`src/rtl/plot_sink_if.sv`:
```
// Plot stream and framebuffer write port bundle for plot_sink.
// The master drives plot requests and fb_ready. The slave (the sink) drives the framebuffer write.
interface plot_sink_if;
   logic [9:0]  x_in;
   logic [9:0]  y_in;
   logic [2:0]  colour_in;
   logic        plot_in;
   logic [14:0] fb_addr;
   logic [2:0]  fb_data;
   logic        fb_wren;
   logic        fb_ready;

   // Handshake: a write completes on every clk edge where fb_wren and fb_ready are both high.
   // fb_addr/fb_data/fb_wren stay stable while fb_wren=1 and fb_ready=0.
   // plot_in has no backpressure. A request is sampled on every edge where plot_in is high.
   modport master (
      output x_in, y_in, colour_in, plot_in, fb_ready,
      input  fb_addr, fb_data, fb_wren
   );

   modport slave (
      input  x_in, y_in, colour_in, plot_in, fb_ready,
      output fb_addr, fb_data, fb_wren
   );
endinterface

```
`src/rtl/plot_sink.sv`:
```
// Buffered plot consumer: FIFO of {addr, colour} drained to the framebuffer by a two-state output stage.
// Optional PLOT_SINK_CLIP_EN discards off-screen requests before they reach the FIFO.
module plot_sink #(
   parameter int DEPTH = 16,
   parameter int X_MAX = 160,
   parameter int Y_MAX = 120,
   localparam int PW = $clog2(DEPTH),
   localparam int LW = PW + 1
) (
   input  logic          clk,
   input  logic          reset,
   plot_sink_if.slave    bus,
   output logic [LW-1:0] level,
   output logic          full,
   output logic          empty,
   output logic          overflow,
   output logic          o_req_offscreen,
   output logic          o_state_dbg
);

   typedef enum logic {S_IDLE = 1'b0, S_WRITE = 1'b1} state_t;

   localparam logic [9:0]    X_LIM = 10'(X_MAX);
   localparam logic [9:0]    Y_LIM = 10'(Y_MAX);
   localparam logic [LW-1:0] L_FULL = LW'(DEPTH);

   state_t        r_state;
   state_t        w_state_nxt;
   logic [17:0]   r_mem [DEPTH];
   logic [PW-1:0] r_wr_ptr;
   logic [PW-1:0] r_rd_ptr;
   logic [LW-1:0] r_level;
   logic [LW-1:0] w_level_nxt;
   logic          r_full;
   logic          r_empty;
   logic          r_overflow;
   logic [14:0]   r_fb_addr;
   logic [2:0]    r_fb_data;
   logic          w_pop;
   logic          w_push;
   logic          w_drop;
   logic          w_req;
   logic          w_offscreen;
   logic [14:0]   w_addr;

   // y*160 + x as shift-adds. 15-bit modular arithmetic gives the required truncation.
   assign w_addr = ({5'b0, bus.y_in} << 7) + ({5'b0, bus.y_in} << 5) + {5'b0, bus.x_in};
   assign w_offscreen = (bus.x_in >= X_LIM) || (bus.y_in >= Y_LIM);

`ifdef PLOT_SINK_CLIP_EN
   assign w_req = bus.plot_in && !w_offscreen;
`else
   assign w_req = bus.plot_in;
`endif

   assign w_push = w_req && (!r_full || w_pop);
   assign w_drop = w_req && r_full && !w_pop;

   always_comb begin
      w_level_nxt = r_level;
      case ({w_push, w_pop})
         2'b10:   w_level_nxt = r_level + LW'(1);
         2'b01:   w_level_nxt = r_level - LW'(1);
         default: w_level_nxt = r_level;
      endcase
   end

   // FSM: state register
   always_ff @(posedge clk or posedge reset) begin
      if (reset) r_state <= S_IDLE;
      else       r_state <= w_state_nxt;
   end

   // FSM: next state
   always_comb begin
      w_state_nxt = r_state;
      case (r_state)
         S_IDLE:  if (r_level != '0) w_state_nxt = S_WRITE;
         S_WRITE: if (bus.fb_ready && (r_level == '0)) w_state_nxt = S_IDLE;
         default: w_state_nxt = S_IDLE;
      endcase
   end

   // FSM: outputs. fb_ready only matters once a write is being presented.
   always_comb begin
      w_pop       = 1'b0;
      bus.fb_wren = 1'b0;
      case (r_state)
         S_IDLE:  w_pop = (r_level != '0);
         S_WRITE: begin
            bus.fb_wren = 1'b1;
            w_pop       = bus.fb_ready && (r_level != '0);
         end
         default: begin
            w_pop       = 1'b0;
            bus.fb_wren = 1'b0;
         end
      endcase
   end

   // Storage has no reset; its contents are meaningless until written.
   always_ff @(posedge clk) begin
      if (w_push) r_mem[r_wr_ptr] <= {w_addr, bus.colour_in};
   end

   always_ff @(posedge clk or posedge reset) begin
      if (reset) begin
         r_wr_ptr   <= '0;
         r_rd_ptr   <= '0;
         r_level    <= '0;
         r_full     <= 1'b0;
         r_empty    <= 1'b1;
         r_overflow <= 1'b0;
         r_fb_addr  <= '0;
         r_fb_data  <= '0;
      end else begin
         if (w_push) r_wr_ptr <= r_wr_ptr + PW'(1);
         if (w_pop) begin
            r_rd_ptr  <= r_rd_ptr + PW'(1);
            r_fb_addr <= r_mem[r_rd_ptr][17:3];
            r_fb_data <= r_mem[r_rd_ptr][2:0];
         end
         if (w_drop) r_overflow <= 1'b1;
         r_level <= w_level_nxt;
         r_full  <= (w_level_nxt == L_FULL);
         r_empty <= (w_level_nxt == '0) && (w_state_nxt == S_IDLE);
      end
   end

   assign bus.fb_addr     = r_fb_addr;
   assign bus.fb_data     = r_fb_data;
   assign level           = r_level;
   assign full            = r_full;
   assign empty           = r_empty;
   assign overflow        = r_overflow;
   assign o_req_offscreen = bus.plot_in && w_offscreen;
   assign o_state_dbg     = r_state;

endmodule

```
`src/flat_wrapper.sv`:
```
// flat-port wrapper written by rule: the top's interface ports become plain ports
module plot_sink_flat 
#(
   parameter int DEPTH = 16,
   parameter int X_MAX = 160,
   parameter int Y_MAX = 120,
   localparam int PW = $clog2(DEPTH),
   localparam int LW = PW + 1
)
  (clk, reset, level, full, empty, overflow, o_req_offscreen, o_state_dbg, bus_x_in, bus_y_in, bus_colour_in, bus_plot_in, bus_fb_ready, bus_fb_addr, bus_fb_data, bus_fb_wren);
  plot_sink_if bus_i ();
  input  logic clk;
  input  logic reset;
  output logic [LW-1:0] level;
  output logic full;
  output logic empty;
  output logic overflow;
  output logic o_req_offscreen;
  output logic o_state_dbg;
  input wire logic [$bits(bus_i.x_in)-1:0] bus_x_in;
  input wire logic [$bits(bus_i.y_in)-1:0] bus_y_in;
  input wire logic [$bits(bus_i.colour_in)-1:0] bus_colour_in;
  input wire logic [$bits(bus_i.plot_in)-1:0] bus_plot_in;
  input wire logic [$bits(bus_i.fb_ready)-1:0] bus_fb_ready;
  output wire logic [$bits(bus_i.fb_addr)-1:0] bus_fb_addr;
  output wire logic [$bits(bus_i.fb_data)-1:0] bus_fb_data;
  output wire logic [$bits(bus_i.fb_wren)-1:0] bus_fb_wren;
  assign bus_i.x_in = bus_x_in;
  assign bus_i.y_in = bus_y_in;
  assign bus_i.colour_in = bus_colour_in;
  assign bus_i.plot_in = bus_plot_in;
  assign bus_i.fb_ready = bus_fb_ready;
  assign bus_fb_addr = bus_i.fb_addr;
  assign bus_fb_data = bus_i.fb_data;
  assign bus_fb_wren = bus_i.fb_wren;
  plot_sink #(.DEPTH(DEPTH), .X_MAX(X_MAX), .Y_MAX(Y_MAX)) u_core (.clk(clk), .reset(reset), .bus(bus_i), .level(level), .full(full), .empty(empty), .overflow(overflow), .o_req_offscreen(o_req_offscreen), .o_state_dbg(o_state_dbg));
endmodule
```
`config.mk`:
```
export PLATFORM = sky130hd
export DESIGN_NAME = plot_sink_flat
export DESIGN_NICKNAME = d
export VERILOG_FILES = /design/src/rtl/plot_sink_if.sv /design/src/rtl/plot_sink.sv /design/src/flat_wrapper.sv
export SDC_FILE = /design/constraint.sdc
export NUM_CORES = 1
export LEC_CHECK = 0
export ABC_AREA = 1
export CAP_MARGIN = 10
export CORE_MARGIN = 4
export CORE_UTILIZATION = 40
export CTS_CLUSTER_SIZE = 8
export DETAILED_ROUTE_END_ITERATION = 10
export PLACE_DENSITY_LB_ADDON = 0.08
export RECOVER_POWER = 100
export SLEW_MARGIN = 20
export SYNTH_ARGS = -nofsm -noshare
export SYNTH_HDL_FRONTEND = slang
export SYNTH_SLANG_ARGS = --single-unit
```
`constraint.sdc`:
```
create_clock -name clk -period 4.3 [get_ports clk]
set_input_delay 0.43 -clock clk [delete_from_list [all_inputs] [get_ports clk]]
set_output_delay 0.43 -clock clk [all_outputs]
set_load 0.05 [all_outputs]
```
== After elaboration in Yosys (flattened, before gate mapping) ==
Memories as Yosys holds them, arrays and structs flattened. A register that Yosys moved wholly into a read port is not among the register bits.
Cells that the tools add are included.

* Add/subtract/negate cells: 6
* Magnitude comparators: 2
* Equality and inequality tests: 3
* Muxes and demuxes: 8
* Bitwise gates (word level): 2
* Reduce and logical (&&, ||, !) cells: 14

{| class="wikitable"
|+ Operators by type and width
! kind !! count
|-
| $add A15 B10 Y15 || 1
|-
| $add A15 B15 Y15 || 1
|-
| $ge A10 B7 Y1 const B || 1
|-
| $ge A10 B8 Y1 const B || 1
|-
| $logic_not A5 Y1 || 2
|-
| $pmux W5 S2 || 1
|-
| $add A4 B1 Y4 const B || 2
|-
| $logic_and A1 B1 Y1 || 7
|-
| $add A5 B1 Y5 const B || 1
|-
| $eq A5 B5 Y1 const B || 1
|-
| $mux W1 || 5
|-
| $reduce_bool A5 Y1 || 1
|-
| $sub A5 B1 Y5 const B || 1
|-
| $pmux W1 S2 || 2
|-
| $eq A2 B1 Y1 const B || 1
|-
| $eq A2 B2 Y1 const B || 1
|-
| $logic_not A1 Y1 || 2
|-
| $logic_or A1 B1 Y1 || 2
|-
| $not A1 Y1 || 2
|}

* Register bits: 17
* Memory bits (writable): 288
* Bits of input ports: 27
* Output and inout port bits: 29
* Logic and storage cells: 43
* Memories kept: 1

{| class="wikitable"
|+ Memories
! memory !! words !! width !! read ports !! clocked after Yosys merged registers in !! wr ports !! RTL line !! source
|-
| u_core.r_mem || 16 || 18 || 1 || 1 || 1 || plot_sink.sv:29 || <nowiki>logic [17:0] r_mem [DEPTH];</nowiki>
|}

== Logic depth before layout (Yosys ltp) ==
* Depth after elaboration: 9
* Depth in mapped cells: 20
* Mapped depth without buffers: 19

== Worst setup path after synthesis ==
No wires, ideal clock.

* Kind: register to register
* Start point: register u_core.r_level[2], in the netlist u_core.level[2]
* End point: memory u_core.r_mem[11][0], enable pin
* Library setup time: 0.416 ns
* Arrival time: 2.435 ns
* Data required time: 3.884 ns
* Setup slack: 1.449 ns
* Cell stages (with the launch flop): 7
* Buffers on the path: 0
* Clock period less this slack: 2.851 ns
* Cells stage by stage: dfrtp_1 > nor2_1 > nand3_1 > nand2_1 > nand2_1 > nand2_2 > nor3_1

* Word-level cells in the longest chain between the ends: 7

{| class="wikitable"
|+ Ends and longest elaborated chain
! element !! RTL line !! source
|-
| from (decl) || plot_sink.sv:32 || <nowiki>logic [LW-1:0] r_level;</nowiki>
|-
| from (signal assigned) || plot_sink.sv:124 || <nowiki>r_level <= w_level_nxt;</nowiki>
|-
| $reduce_bool A5 Y1 (*) || plot_sink.sv:89, plot_sink.sv:92 ||
|-
| $logic_and A1 B1 Y1 || plot_sink.sv:92 || <nowiki>w_pop = bus.fb_ready && (r_level != '0);</nowiki>
|-
| $pmux W1 S2 (*) || plot_sink.sv:88 || <nowiki>case (r_state)</nowiki>
|-
| $logic_or A1 B1 Y1 (*) || plot_sink.sv:56 || <nowiki>assign w_push = w_req && (!r_full || w_pop);</nowiki>
|-
| $logic_and A1 B1 Y1 (*) || plot_sink.sv:56 ||
|-
| $mux W1 (*) || plot_sink.sv:103 || <nowiki>if (w_push) r_mem[r_wr_ptr] <= {w_addr, bus.colour_in};</nowiki>
|-
| $mux W1 (not written as such) (*) || plot_sink.sv:103 ||
|-
| to (decl) || plot_sink.sv:29 ||
|}

Every way passes the cells marked *; elsewhere a longest branch is shown, timed or not.

== Final worst setup path ==
* Start point: register u_core.r_level[2], in the netlist u_core.level[2]
* End point: memory u_core.r_mem[9][11], enable pin

The elaborated chain is that of the path after synthesis.

==> out/qor.yml <==
yosys_warning_total: 0
number_of_distinct_standard_cells_referenced_by_the_synthesized_netlist: 34
core.rowCount: 67
crit_arrival_ps: 3620
via_count: 8747
io-pin-count: 56
core_area_mm2: 0.0335
htree_depth: 2
crit_path_max_incr_delay_ps: 1130
max-slew-margin-rel_pct: -41.5
worst_min_delay_path_category: "flop to flop"
max_slew.worst_pin.slew_ps: 2110
drc: 0
critical_path_class: "flop to flop"
antenna_cells_inserted: 0
setup-violations-final: 0
grt_overflow: 0
cts.reportedPaths.clkPinSlew_ps: 50
final_max_slew_viol_count: 150
numCtsBuffers: 46
synth-seq-area-share_pct: 70.2
detailedRoute.firstIterationViolations: 592
routed_wirelength_um: 34900
cts_tree: "built"
crit_path_frequent_cell: "sky130_fd_sc_hd__nand2_1"
critPathSlowestCell: "sky130_fd_sc_hd__clkbuf_1"
initial_core_util_pct: 40.5
skew_ps: 14.8
critical-path-top-delay-family: "buffers and inverters"
cp.required_ps: 4430
timing_hold_violations_final: 0
power.leakage_nw: 5.63
clk_path_buf_depth: 3
end_kind: "flop"
vias_per_cell: 5.13
first_pass_grt_wire_length_um: 53700
cts_hold_buffers: 0
clock_insertion_delay_worst_skew_ps: 540
grt_pass1_vias: 8623
layout_commonest_cell: "sky130_fd_sc_hd__edfxtp_1"
place_hpwl_um: 18400
critical_path_peak_fanout: 15
min_period_over_period_pct: 81.1
grt_setup_unrepaired: "false"
synth_nets: 1205
critical_path_cell_by_cell: "nor2_1 > nand3_1 > nand2_1 > nand2_1 > nand2_1 > inv_1 > nand2_1 > nor2_1 > clkbuf_1"
synthToLayoutAreaGrowth_pct: 17.0
initial_antenna_violation_count: 0
ir_drop_mv: 0.408
post_drt_wl_per_cell_um: 20.5
mostFrequentLayoutCells: "sky130_fd_sc_hd__edfxtp_1 (288), sky130_fd_sc_hd__nor2_1 (269), sky130_fd_sc_hd__nand2_1 (124)"
pwr_density_cell_mw_per_mm2: 727
post_cts_buffers: 0
cts_resized: 0
dieWidth_um: 192
floorplan.die.height_um: 192
maxClockFrequency_ghz: 0.287
final_net_count: 1273
layoutNonFillerInstCount: 1706
avgSynthCellArea_um2: 11.8
startpoint_type_of_the_worst_setup_path: "flop"
post_synth_instance_area_mm2: 0.0136
cap_viol_max_count: 6
yosys_register_bits: 323
portBuffers: 55
postRouteAntennaNets: 0
design.die.area_mm2: 0.0369
crit_buf_inv: 2
drtPass1Iterations: 6
clockRootBuffer: "sky130_fd_sc_hd__clkbuf_16"
tritoncts_num_sinks: 323
number_of_standard_cells_after_synthesis: 1152
totalNegativeSetupSlack_ps: 0
holdWs_ps: 470
largest_net_degree_at_the_start_of_global_routing: 95
grt_util_all_layers_pct: 19.3
result_of_the_run: "complete, but fails checks"
violations: "capacitance limit, slew limit"
post-route-util_pct: 47.3
place.gp.congestion: 0.755
final_layout_size_suffix_gt1_share_pct: 6.04
placed_cells_incl_taps: 1620
layout_min_cycle_time_ps: 3490
[flip-flops by register name, indices dropped and copies added (netlist names)]
signal              flops
u_core.bus.fb_addr     15
u_core.bus.fb_data      3
u_core.empty            1
u_core.full             1
u_core.level            5
u_core.o_state_dbg      1
u_core.overflow         1
u_core.r_mem          288
u_core.r_rd_ptr         4
u_core.r_wr_ptr         4
[logic make-up after synthesis]
family                   share of synthesized area [%]
adder cells (fa/ha/maj)                           2.62
AO/OA/AOI/OAI                                     8.07
XOR/XNOR                                          1.03
flip-flops                                        70.2
buffers and inverters                             3.39
AND/OR/NAND/NOR                                   14.7
[worst register-to-register path: stages (launching register included)]
cell                       delay (ps)
sky130_fd_sc_hd__dfrtp_1          480
sky130_fd_sc_hd__nor2_1            90
sky130_fd_sc_hd__nand3_1          110
sky130_fd_sc_hd__nand2_1           90
sky130_fd_sc_hd__nand2_1           90
sky130_fd_sc_hd__nand2_1          170
sky130_fd_sc_hd__inv_1            230
sky130_fd_sc_hd__nand2_1          190
sky130_fd_sc_hd__nor2_1           500
sky130_fd_sc_hd__clkbuf_1        1130
[final cells by class]
class	count	area, um2
clock inverter	3	40.0
inverter	31	120
timing repair buffer	82	706
clock buffer	83	1310
sequential	323	9530
tap	448	561
multi-input combinational	736	3600
fill	3082	17700
[final timing paths]
path | slack (ps) | to | depth (start not counted) | from
max in group asynchronous | 2220 | u_core.r_rd_ptr[0] | 2 | reset
min in group asynchronous | 900 | u_core.bus.fb_data[2] | 2 | reset
min reg2reg | 470 | u_core.bus.fb_addr[12] | 2 | u_core.bus.fb_addr[12]
max | 810 | u_core.r_mem[9][11] | 9 | u_core.level[2]
max reg2reg | 810 | u_core.r_mem[9][11] | 9 | u_core.level[2]
min | 470 | u_core.bus.fb_addr[12] | 2 | u_core.bus.fb_addr[12]
[per-layer routing]
layer / share of wire (%) / track usage, % / up-vias
met1: 47 / 27.4 / 4287
met3: 4.8 / 2.87 / 39
met4: 1.3 / 4.09 / 0
met2: 47 / 31.7 / 215
met5: 0 / 0 / -
li1: - / - / 4206
[metrics by stage]
| step | worst slack (ps) | total power (W) | area (um2) |
|---|---|---|---|
| floorplan | 1450 | 0.00707 | 13600 |
| detailed placement | 730 | 0.00838 | 14600 |
| global route | 616 | 0.0123 | 15900 |
| finish | 811 | 0.0115 | 15900 |
| CTS | 1280 | 0.0118 | 16000 |
| global placement | 763 | 0.00838 | 14600 |
[synth_stat cells (all sizes together)]
cell	n	area, um2
a31oi	1	6.26
clkinv	1	3.75
o21ai	151	756
nand4	4	25.0
xnor2	3	26.3
or2	2	12.5
nor3	2	10.0
nor2	275	1030
nor4	1	6.26
dfstp	1	26.3
a21boi	1	7.51
fa	4	80.1
buf	49	293
inv	30	113
a21oi	8	40.0
o211ai	37	278
o21bai	1	7.51
ha	22	275
dfrtp	34	851
nand2	124	468
clkbuf	13	51.3
nand3	87	435
edfxtp	288	8650
xor2	13	114
[where the power goes]
part           internal (W)  switching [W]  total, W
Clock               0.00205        0.00130   0.00334
Sequential          0.00401       0.000377   0.00439
Combinational       0.00111        0.00271   0.00381
Total               0.00716        0.00438    0.0115
Power figures use the tool's default switching activity.
